--- config.mk ---
export PLATFORM = sky130hd
export DESIGN_NAME = u409_tack_engine
export DESIGN_NICKNAME = d
export VERILOG_FILES = /design/src/rtl/u409_pkg.sv /design/src/rtl/u409_wait_counter.sv /design/src/rtl/u409_tack_engine.sv
export SDC_FILE = /design/constraint.sdc
export NUM_CORES = 1
export LEC_CHECK = 0
export BUFFER_PORTS_ARGS = -buffer_cell sky130_fd_sc_hd__buf_2
export CORE_ASPECT_RATIO = 0.6
export CORE_MARGIN = 4
export CORE_UTILIZATION = 41
export DETAILED_ROUTE_END_ITERATION = 6
export PLACE_DENSITY = 0.77
export SYNTH_ARGS = -nofsm -noshare
export SYNTH_HDL_FRONTEND = slang
export SYNTH_SLANG_ARGS = --single-unit
--- constraint.sdc ---
create_clock -name CLK40 -period 1.7 [get_ports CLK40]
set_input_delay 0.17 -clock CLK40 [delete_from_list [all_inputs] [get_ports CLK40]]
set_output_delay 0.17 -clock CLK40 [all_outputs]
set_load 0.02 [all_outputs]
--- src/rtl/u409_pkg.sv ---
// u409_pkg: shared states, channel-index helpers and default policy constants for the U409 TACK engine.
package u409_pkg;
    typedef enum logic [2:0] {IDLE, WAIT, ACK, RELEASE, ERR} state_t;
    localparam logic [7:0] TBI_MASK_DEF = 8'hFF;
    localparam logic [7:0] TCI_MASK_DEF = 8'h00;
    localparam int TO_CYCLES_DEF = 1023;
    function automatic int chw(input int n);
        return n > 1 ? $clog2(n) : 1;
    endfunction
    function automatic logic [3:0] lowest(input logic [15:0] v);
        logic [3:0] r;
        r = '0;
        for (int i = 15; i >= 0; i--)
            if (v[i]) r = 4'(i);
        return r;
    endfunction
endpackage

--- src/rtl/u409_wait_counter.sv ---
// u409_wait_counter: loadable down-counter with zero flag that saturates at 0.
module u409_wait_counter #(
    parameter int W = 4
) (
    input  logic         CLK40,
    input  logic         RESETn,
    input  logic         load,
    input  logic         en,
    input  logic [W-1:0] load_val,
    output logic         zero
);
    logic [W-1:0] cnt;
    always_ff @(posedge CLK40)
        if (!RESETn) cnt <= '0;
        else if (load) cnt <= load_val;
        else if (en && !zero) cnt <= cnt - W'(1);
    assign zero = cnt == '0;
endmodule

--- src/rtl/u409_tack_engine.sv ---
// u409_tack_engine: multi-channel 68040 TACKn/TBIn/TCIn generator with per-channel waits or external acks.
// Define U409_BUS_TIMEOUT_EN to add a bus-timeout timer that ends stuck cycles with TEAn.
module u409_tack_engine
    import u409_pkg::*;
#(
    parameter int            NCH       = 8,
    parameter int            WW        = 4,
    parameter logic [NCH-1:0] TBI_MASK = NCH'(TBI_MASK_DEF),
    parameter logic [NCH-1:0] TCI_MASK = NCH'(TCI_MASK_DEF),
    parameter int            TO_CYCLES = TO_CYCLES_DEF
) (
    input  logic                  CLK40,
    input  logic                  RESETn,
    input  logic                  TSn,
    input  logic [NCH-1:0]        SPACE_HIT,
    input  logic [NCH*WW-1:0]     WAIT_CFG,
    input  logic [NCH-1:0]        EXT_MODE,
    input  logic [NCH-1:0]        EXT_ACK,
    output logic                  TACK_O,
    output logic                  TACK_OE,
    output logic                  TBIn,
    output logic                  TCIn,
    output logic                  TEAn,
    output logic                  BUSY,
    output logic [chw(NCH)-1:0]   ACK_CH,
    output logic                  MULTI_HIT
);
    localparam int CW = chw(NCH);
    state_t          state;
    logic [3:0]      lo;
    logic [CW-1:0]   ch_n;
    logic            start, multi, ext_l, cnt_zero, done, to;
    assign lo    = lowest(16'(SPACE_HIT));
    assign ch_n  = lo[CW-1:0];
    assign start = state == IDLE && !TSn && |SPACE_HIT;
    assign multi = |(SPACE_HIT & (SPACE_HIT - NCH'(1)));
    assign done  = ext_l ? EXT_ACK[ACK_CH] : cnt_zero;
    u409_wait_counter #(.W(WW)) u_wait (
        .CLK40    (CLK40),
        .RESETn   (RESETn),
        .load     (start),
        .en       (state == WAIT && !ext_l),
        .load_val (WAIT_CFG[ch_n*WW +: WW]),
        .zero     (cnt_zero)
    );
`ifdef U409_BUS_TIMEOUT_EN
    localparam int TW = $clog2(TO_CYCLES + 1) > 10 ? $clog2(TO_CYCLES + 1) : 10;
    u409_wait_counter #(.W(TW)) u_timer (
        .CLK40    (CLK40),
        .RESETn   (RESETn),
        .load     (start),
        .en       (state == WAIT),
        .load_val (TW'(TO_CYCLES - 1)),
        .zero     (to)
    );
`else
    assign to = 1'b0;
`endif
    always_ff @(posedge CLK40) begin
        if (!RESETn) begin
            state     <= IDLE;
            TACK_O    <= 1'b1;
            TACK_OE   <= 1'b0;
            TBIn      <= 1'b1;
            TCIn      <= 1'b1;
            TEAn      <= 1'b1;
            BUSY      <= 1'b0;
            ACK_CH    <= '0;
            MULTI_HIT <= 1'b0;
            ext_l     <= 1'b0;
        end else begin
            MULTI_HIT <= 1'b0;
            case (state)
                IDLE: if (start) begin
                    state     <= WAIT;
                    ACK_CH    <= ch_n;
                    ext_l     <= EXT_MODE[ch_n];
                    TBIn      <= !TBI_MASK[ch_n];
                    TCIn      <= !TCI_MASK[ch_n];
                    BUSY      <= 1'b1;
                    MULTI_HIT <= multi;
                end
                WAIT: if (done) begin
                    state   <= ACK;
                    TACK_O  <= 1'b0;
                    TACK_OE <= 1'b1;
                end else if (to) begin
                    state <= ERR;
                    TEAn  <= 1'b0;
                end
                ACK: begin
                    state  <= RELEASE;
                    TACK_O <= 1'b1;
                    TBIn   <= 1'b1;
                    TCIn   <= 1'b1;
                end
                ERR: begin
                    state <= RELEASE;
                    TEAn  <= 1'b1;
                    TBIn  <= 1'b1;
                    TCIn  <= 1'b1;
                end
                RELEASE: begin
                    state   <= IDLE;
                    TACK_OE <= 1'b0;
                    BUSY    <= 1'b0;
                end
                default: state <= IDLE;
            endcase
        end
    end
endmodule
==> run metrics, run 1 <==
status=complete, but fails checks; violations in the final reports=negative setup slack; maximum vdd drop=0.000763 V; total iterations of the first detailed-routing run=4; post-synth top area share=a little under a quarter; Post-CTS Hold Buffers=0; count leader, synth=mux2i_1; Residual DRC=0; TritonCTS Buffers=3; sequential element share of the synthesized area=22.7%; post-layout instance area=0.00201 mm2; Syn Inst Count=162; count of different cell masters after synthesis=47; share of cells above drive strength 1=between 40% and 50%; die area=0.00422 mm2; CP dominant cell by count=nand2b_4; Final ANT Viol Nets=0; number of buffers and inverters on the critical path=1; commonest cells in the netlist=19 x mux2i_1, 18 x nand2_1, 17 x nor2_1; CP Capture Type=flip-flop; Global Route Usage Sum=20.2%; Initial DRC Count=78; Hold Crit Class=in -> reg; Final Skew=roughly 0.0010 ns; Worst setup SP type=flip-flop; Final setup viols=2; Synth warnings=0; worst-skew pair later-pin latency=between 0.2 and 0.3 ns; pin count of the biggest net entering global routing=19; vias=1,593; CTS Buffer Depth=2; synthesized area per cell=8.16 um2; Final Worst Setup Slack=-0.00711 ns; CTS sink cnt=15; fin nets=321; Worst Path Required=1.84 ns; # IOs=69; core area=0.00298 mm2; CP Data Arrival Time=about 1.9 ns; asr flop ratio synth=0%; H-tree levels=1; width of the chip=slightly above 80 um; Worst-path clk slew=0.06 ns; top cells by area, synth=dfxtp_1 23%, mux2i_1 14%, nand2_1 5.1%, nor2_1 4.8%, ha_1 4.7%; slowest CP cell=mux4_2; wirelength, routed=between 4 and 5 mm; initial antenna violation count=0; EDFF count, synth=0; largest stage delay on the critical path=0.51 ns; die span in y=52.0 um; Layout area overhead=52.5%; RSZ-0062 raised after global routing=yes; placed cell area=around 0.0019 mm2; Synth Flop Type=dfxtp_1; CTS Root Cell=clkbuf_8; crit-path max FO=4; TritonCTS clock tree=done; IO Port Bufs=66; maxcap violations=0; Final Critical Period=1.71 ns; period utilization=100%; Final Max Tran Viols=0; Initial Util=44.3%; Rows=15; post-synth top area cell=dfxtp_1; CP top delay family=multiplexers; Cell Chain, Critical Path=mux4_2, mux2i_2, a21o_1, buf_4, nand2b_4, nand2b_4, a21boi_1; Final Hold Viols=0; total power=2.20 mW; total grt overflow=0; Final HPWL DP=3.49 mm; vias in the first global route=around 1,500; vias per cell=5.35; Synth Register Bits=15; diode count=0; WL/cell=14.3 um; Final Wtd Congestion=0.805; path type of the worst setup path=reg -> reg; synthesized area=0.00132 mm2; fmax=586 MHz; first-pass GRT wire length=6.64 mm; Leakage=0.939 nW; post-CTS setup buffers=0; power density cells=1090 mW/mm2
==> per-stage QoR <==
stage | utilization, % | hold slack [ns] | cells | setup TNS, ns | worst slack, ns
2_1_floorplan | - | 0.308 | 163 | 0 | 0.0207
3_3_place_gp | 63.6 | 0.449 | 294 | -0.0531 | -0.0500
3_5_place_dp | 63.6 | 0.454 | 294 | -0.211 | -0.101
4_1_cts | 65.4 | 0.218 | 298 | -0.0724 | -0.0230
5_1_grt | 67.5 | 0.233 | 298 | -0.443 | -0.0845
6_report | 67.5 | 0.226 | 298 | -0.0121 | -0.00711
==> cell type report <==
cell class | count | area (um2)
well taps | 42 | 52.6
repair buffers | 95 | 561
inverters | 7 | 26.3
clock buffers | 4 | 45.0
flip-flops and latches | 15 | 304
fillers | 251 | 970
multi-input cells | 135 | 1030
==> report_power, final <==
group,internal [mW],switching [mW]
Sequential,0.472,0.0929
Clock,0.166,0.134
Combinational,0.675,0.664
Total,1.31,0.891
==> final timing paths <==
path / cells past startpoint / to / slack (ns) / from
hold reg to reg: 2 / TACK_OE / 0.49 / TACK_OE
setup reg to reg: 7 / TACK_OE / -0.007 / ACK_CH[0]
setup / recovery: 7 / TACK_OE / -0.007 / ACK_CH[0]
hold / removal: 3 / MULTI_HIT / 0.23 / SPACE_HIT[5]
==> layer usage <==
layer | GRT usage (%) | up-vias | share of wire [%]
li1 | - | 779 | -
met1 | 27.7 | 738 | 45
met2 | 32.7 | 71 | 45
met3 | 4.50 | 5 | 9.4
met4 | 3.37 | 0 | 0.54
met5 | 0 | - | 0
==> kinds of logic after synthesis <==
group	share of synthesized area [%]
and+or+nand+nor	23.1
AOI/OAI and AO/OA	23.3
muxes	18.7
DFF	22.7
buffers and inverters	5.11
adders and majority gates	5.49
xor gates and xnor gates	1.33
other	0.284
==> flip-flops by register name (all words and copies together), names as in the netlist <==
signal / cells
ACK_CH: 3
BUSY: 1
MULTI_HIT: 1
TACK_O: 1
TACK_OE: 1
TBIn: 1
ext_l: 1
state: 2
u_wait.cnt: 4
==> placed cells by master (no fill, tap or decap), drive strengths merged, types with 2 or more instances in the layout <==
master,instances
a211oi,3
a21boi,2
a21oi,11
a22oi,2
buf,95
clkbuf,4
conb,2
dfxtp,15
ha,5
inv,7
mux2i,19
mux4,2
nand2,18
nand2b,3
nand3,3
nor2,18
nor2b,4
nor3,3
nor4,2
o2111ai,3
o21ai,13
o221ai,2
or2,2
==> repair_timing <==
action / in CTS / in global routing
resized for setup: 4 / 14
cloned: 0 / 0
pin swaps: 2 / 4
setup endpoints to repair: 10 / 8
==> worst reg2reg max path, stage by stage, from the launching register on <==
cell and delay [ns]:
dfxtp_4 0.37, mux4_2 0.51, mux2i_2 0.19, a21o_1 0.16, buf_4 0.11, nand2b_4 0.11
nand2b_4 0.10, a21boi_1 0.05
Power figures use the tool's default switching activity.
==> run 2: changes to the inputs <==
--- a/config.mk
+++ b/config.mk
@@ -8,9 +8,9 @@
 export BUFFER_PORTS_ARGS = -buffer_cell sky130_fd_sc_hd__buf_2
 export CORE_ASPECT_RATIO = 0.6
 export CORE_MARGIN = 4
-export CORE_UTILIZATION = 41
+export CORE_UTILIZATION = 45
 export DETAILED_ROUTE_END_ITERATION = 6
-export PLACE_DENSITY = 0.77
+export PLACE_DENSITY = 0.8
 export SYNTH_ARGS = -nofsm -noshare
 export SYNTH_HDL_FRONTEND = slang
 export SYNTH_SLANG_ARGS = --single-unit
==> constraint.sdc (replaced) <==
create_clock -name CLK40 -period 1.9 [get_ports CLK40]
set_input_delay 0.19 -clock CLK40 [delete_from_list [all_inputs] [get_ports CLK40]]
set_output_delay 0.19 -clock CLK40 [all_outputs]
set_load 0.02 [all_outputs]
==> run 2 against run 1 <==
Routed wire length fell by 9.1%. Combinational power fell by 31%. Total power fell by 23%. Global-route usage rose by 0.070 points. Setup slack improved by 0.12 ns. Worst hold slack improved by 0.0060 ns. The flow now finishes without violations. Sequential share of layout area rose by 1.6 points.
==> run metrics, run 2 (synthesized netlist as in run 1, its figures left out) <==
Top reg by flops=u_wait.cnt; core area=0.00265 mm2; largest stage delay on the critical path=0.50 ns; Final setup viols=0; Net Sw Frac=41.3%; Hold Crit Class=in -> reg; status=completed; GRT Max-Usage Layer=met2; maxcap violations=0; CP top delay family=multiplexers; max reg flops=4; Initial DRC Count=69; WL/cell=around 14 um; die area=0.00390 mm2; post-CTS setup buffers=0; grt met3 use=~7.5%; die span in y=50.0 um; vias=1,518; initial antenna violation count=0; biggest regs=u_wait.cnt (4), ACK_CH (3), state (2); vias per cell=5.48; DP Cell Count=273; R2R Setup Slk=0.11 ns; TNS Setup=0 ns; TritonCTS clock tree=done; width of the chip=78.0 um; Final Hold Viols=0; GRT met1 Usage=27.0%; CTS resizes=0; path type of the worst setup path=reg -> reg; TritonCTS Buffers=3; period utilization=94.3%; Reg power frac=29.6%; CP Capture Type=flip-flop; total iterations of the first detailed-routing run=4; crit-path max FO=4; total grt overflow=0; # IOs=69; worst-skew pair later-pin latency=0.26 ns; number of buffers and inverters on the critical path=0; maximum vdd drop=0.000499 V; Psw=0.698 mW; placed cell area=around 0.0018 mm2; Final Worst Setup Slack=0.108 ns; fmax=558 MHz; Final ANT Viol Nets=0; Final Skew=between 0.006 and 0.007 ns; most common cell after layout, fill and taps aside=buf_2; slowest CP cell=mux4_2; Final Critical Period=1.79 ns; FF-to-FF End=state[0]; Global Route Usage Sum=20.3%; Worst setup SP type=flip-flop; Layout area overhead=36.7%; Finished Layout Cells=277; Internal Dissipation=0.991 mW; Worst-path clk slew=~0.070 ns; Final Max Tran Viols=0; Final HPWL DP=3.17 mm; commonest non-fill, non-tap cells in the layout=66 x buf_2, 19 x mux2i_1, 18 x nand2_1, 16 x nor2_1, 14 x dfxtp_1; share of cells above drive strength 1=between 40% and 50%; worst r2r src=ACK_CH[0]; diode count=0; RSZ-0062 raised after global routing=no; Worst Path Required=2.05 ns; CTS sink cnt=15; vias in the first global route=1,432; Final Wtd Congestion=0.903; Initial Util=50.0%; Post-CTS Hold Buffers=0; Leakage=0.826 nW; Rows=14; worst slack, placed=0.0228 ns; cell depth of the worst hold path=3; clock power share=15.9%; power density cells=935 mW/mm2; H-tree levels=1; wirelength, routed=3.87 mm; cell depth of the worst flop-to-flop path=6; Cell Chain, Critical Path=mux4_2, mux2i_1, a21o_1, and2_1, a21oi_1, o21a_1; Residual DRC=0; IO Port Bufs=66; fin nets=302; post-layout instance area=approximately 0.0018 mm2; Comb pwr share=54.6%; pin count of the biggest net entering global routing=19; CP Data Arrival Time=1.95 ns; CTS Buffer Depth=2; hold path endpoint=MULTI_HIT; Hold Crit Start=SPACE_HIT[5]; met2 global-route usage=31.1%; CTS Root Cell=clkbuf_8; first-pass GRT wire length=6.34 mm
==> run 2: power groups by stage <==
stage          registers, mW  clock network, mW  logic [mW]
3_5_place_dp           0.502                  0       0.899
5_1_grt                0.516              0.285        1.03
4_1_cts                0.497              0.271       0.911
6_report               0.499              0.268       0.922
3_3_place_gp           0.503                  0       0.885
2_1_floorplan          0.549                  0       0.542
==> run 2: layer usage <==
| layer | part of all wire, % | vias to the layer above |
|---|---|---|
| met2 | 43 | 68 |
| met3 | 11 | 6 |
| met5 | 0 | - |
| li1 | - | 741 |
| met4 | 0.80 | 0 |
| met1 | 45 | 703 |
==> run 2: area by class of cell <==
| cell class | instances | area (um2) |
|---|---|---|
| multi-input combinational | 135 | 965 |
| fill | 232 | 838 |
| timing repair buffer | 76 | 418 |
| sequential | 15 | 302 |
| tap | 40 | 50.0 |
| clock buffer | 3 | 41.3 |
| inverter | 7 | 26.3 |
| clock inverter | 1 | 5.00 |
==> run 2: stage by stage <==
| stage | total power [mW] | hold WS, ns | util (%) |
|---|---|---|---|
| 6_report | 1.69 | 0.232 | 68.3 |
| 2_1_floorplan | 1.09 | 0.328 | - |
| 5_1_grt | 1.83 | 0.241 | 68.3 |
| 3_3_place_gp | 1.39 | 0.467 | 66.2 |
| 4_1_cts | 1.68 | 0.233 | 68.0 |
| 3_5_place_dp | 1.40 | 0.466 | 66.2 |
==> run 2: worst max-delay path by stage <==
stage                      start       endpoint  depth (start not counted)
floorplan              ACK_CH[0]       state[0]                          6
global placement       ACK_CH[0]       state[0]                          6
detailed placement  SPACE_HIT[3]  u_wait.cnt[2]                          7
CTS                    ACK_CH[0]       state[0]                          6
global route           ACK_CH[0]       state[0]                          6
finish                 ACK_CH[0]       state[0]                          6
==> run 2: tightest hold or removal path, delay by kind of cell <==
family / cells / cell delay [ns]
buffers and inverters: 2 / 0.18
AO/OA/AOI/OAI: 1 / 0.07
==> run 3: changes to the inputs <==
--- a/config.mk
+++ b/config.mk
@@ -11,6 +11,7 @@
 export CORE_UTILIZATION = 45
 export DETAILED_ROUTE_END_ITERATION = 6
 export PLACE_DENSITY = 0.8
+export RECOVER_POWER = 25
 export SYNTH_ARGS = -nofsm -noshare
 export SYNTH_HDL_FRONTEND = slang
 export SYNTH_SLANG_ARGS = --single-unit
==> run 3 against run 2 <==
Design area down 0.35%. Total power down 0.34%. Setup slack worse by 0.0019 ns. Clock power about the same. Sequential share of layout area up 0.058 points. Sequential power about the same. Critical path depth unchanged. Clock skew about the same. Register-to-register slack about the same.
==> run metrics, run 3 (synthesized netlist as in run 1, its figures left out) <==
fillers=234; wirelength, routed=3.88 mm; CP Capture Type=flip-flop; Final ANT Viol Nets=0; Initial Util=50.0%; core area=~0.0026 mm2; WL/cell=14.0 um; Leakage=0.811 nW; die area=around 0.0039 mm2; Final Wtd Congestion=0.903; Layout area overhead=36.3%; Psw=0.701 mW; H-tree levels=1; vias per cell=about 5.5; clock power share=between 10% and 20%; vias in the first global route=1,432; CTS sink cnt=15; # IOs=69; period utilization=about 94%; Worst-path clk slew=0.07 ns; TritonCTS Buffers=3; biggest regs=u_wait.cnt (4), ACK_CH (3), state (2); maximum vdd drop=0.000500 V; TritonCTS clock tree=done; fmax=558 MHz; RSZ-0062 raised after global routing=no; CTS Buffer Depth=2; Internal Dissipation=between 0.9 and 1 mW; TNS Setup=0 ns; worst-skew pair later-pin latency=0.26 ns; Final setup viols=0; total grt overflow=0; max reg flops=4; IO Port Bufs=66; WHS=0.231 ns; Post-CTS Hold Buffers=0; total iterations of the first detailed-routing run=4; crit-path max FO=4; Initial DRC Count=69; power density cells=935 mW/mm2; fin nets=302; Final Skew=0.00653 ns; Reg power frac=29.8%; first-pass GRT wire length=6.34 mm; Hold Crit Class=in -> reg; pin count of the biggest net entering global routing=19; Final HPWL DP=3.17 mm; Rows=14; most common cell after layout, fill and taps aside=buf_2; status=completed; commonest non-fill, non-tap cells in the layout=61 x buf_2, 19 x mux2i_1, 18 x nand2_1, 16 x nor2_1, 14 x dfxtp_1; Global Route Usage Sum=about a fifth; initial antenna violation count=0; path type of the worst setup path=reg -> reg; Final Max Tran Viols=0; Final Critical Period=1.79 ns; width of the chip=78.0 um; maxcap violations=0; Top reg by flops=u_wait.cnt; vias=1,518; CTS Root Cell=clkbuf_8; die span in y=approximately 50 um; Net Sw Frac=41.7%; Comb pwr share=a little over half; Final Hold Viols=0; CP Data Arrival Time=about 2.0 ns; share of cells above drive strength 1=between 30% and 40%; diode count=0; Worst setup SP type=flip-flop; Residual DRC=0; Worst Path Required=2.05 ns
==> run 3: final timing paths <==
path | cells past startpoint | startpoint | slack [ns] | to
worst max-delay path | 6 | ACK_CH[0] | 0.11 | state[0]
worst min-delay path | 3 | SPACE_HIT[5] | 0.23 | MULTI_HIT
worst max register to register | 6 | ACK_CH[0] | 0.11 | state[0]
worst min register to register | 2 | TBIn | 0.48 | TBIn
==> run 3: final cells by class <==
class	count	area (um2)	share of cell area, %
Inverter	7	26.3	1.46
Tap cell	40	50.0	2.78
Clock inverter	1	5.00	0.278
Multi-Input combinational cell	135	965	53.6
Clock buffer	3	41.3	2.29
Sequential cell	15	302	16.7
Timing Repair Buffer	76	412	22.9
==> run 3: timing repair <==
action / in CTS / in global routing
hold endpoints to repair: 0 / 0
resized for setup: 0 / 5
setup endpoints to repair: 0 / 5
setup buffers: 0 / 0
==> run 3: through the flow <==
stage	cells	cell area, um2	power, mW	setup WS (ns)	util, %
after floorplan	163	1330	1.09	0.109	-
after global placement	273	1750	1.39	0.0781	66.2
after detailed placement	273	1750	1.40	0.0228	66.2
after CTS	277	1800	1.68	0.0426	68.0
after global routing	277	1800	1.82	0.0220	68.1
final	277	1800	1.68	0.107	68.1
==> run 3: critical path: stages, from the launching register on <==
cell and delay, ns:
dfxtp_2 0.38, mux4_2 0.50, mux2i_1 0.20, a21o_1 0.17, and2_1 0.17, a21oi_1 0.08
o21a_1 0.19
==> run 3: metal layers <==
metal	GRT usage [%]	wire, um	share of wire, %
met5	0	0	0
met4	4.65	31	0.80
met3	7.45	403	10
met2	31.1	1660	43
met1	27.0	1780	46
==> run 3: power by group through the flow <==
| stage | Sequential [mW] | Combinational [mW] | Clock (mW) |
|---|---|---|---|
| final | 0.501 | 0.914 | 0.268 |
| after global routing | 0.517 | 1.02 | 0.285 |
| after CTS | 0.497 | 0.911 | 0.271 |
| after detailed placement | 0.502 | 0.899 | 0 |
| after global placement | 0.503 | 0.885 | 0 |
| after floorplan | 0.549 | 0.542 | 0 |
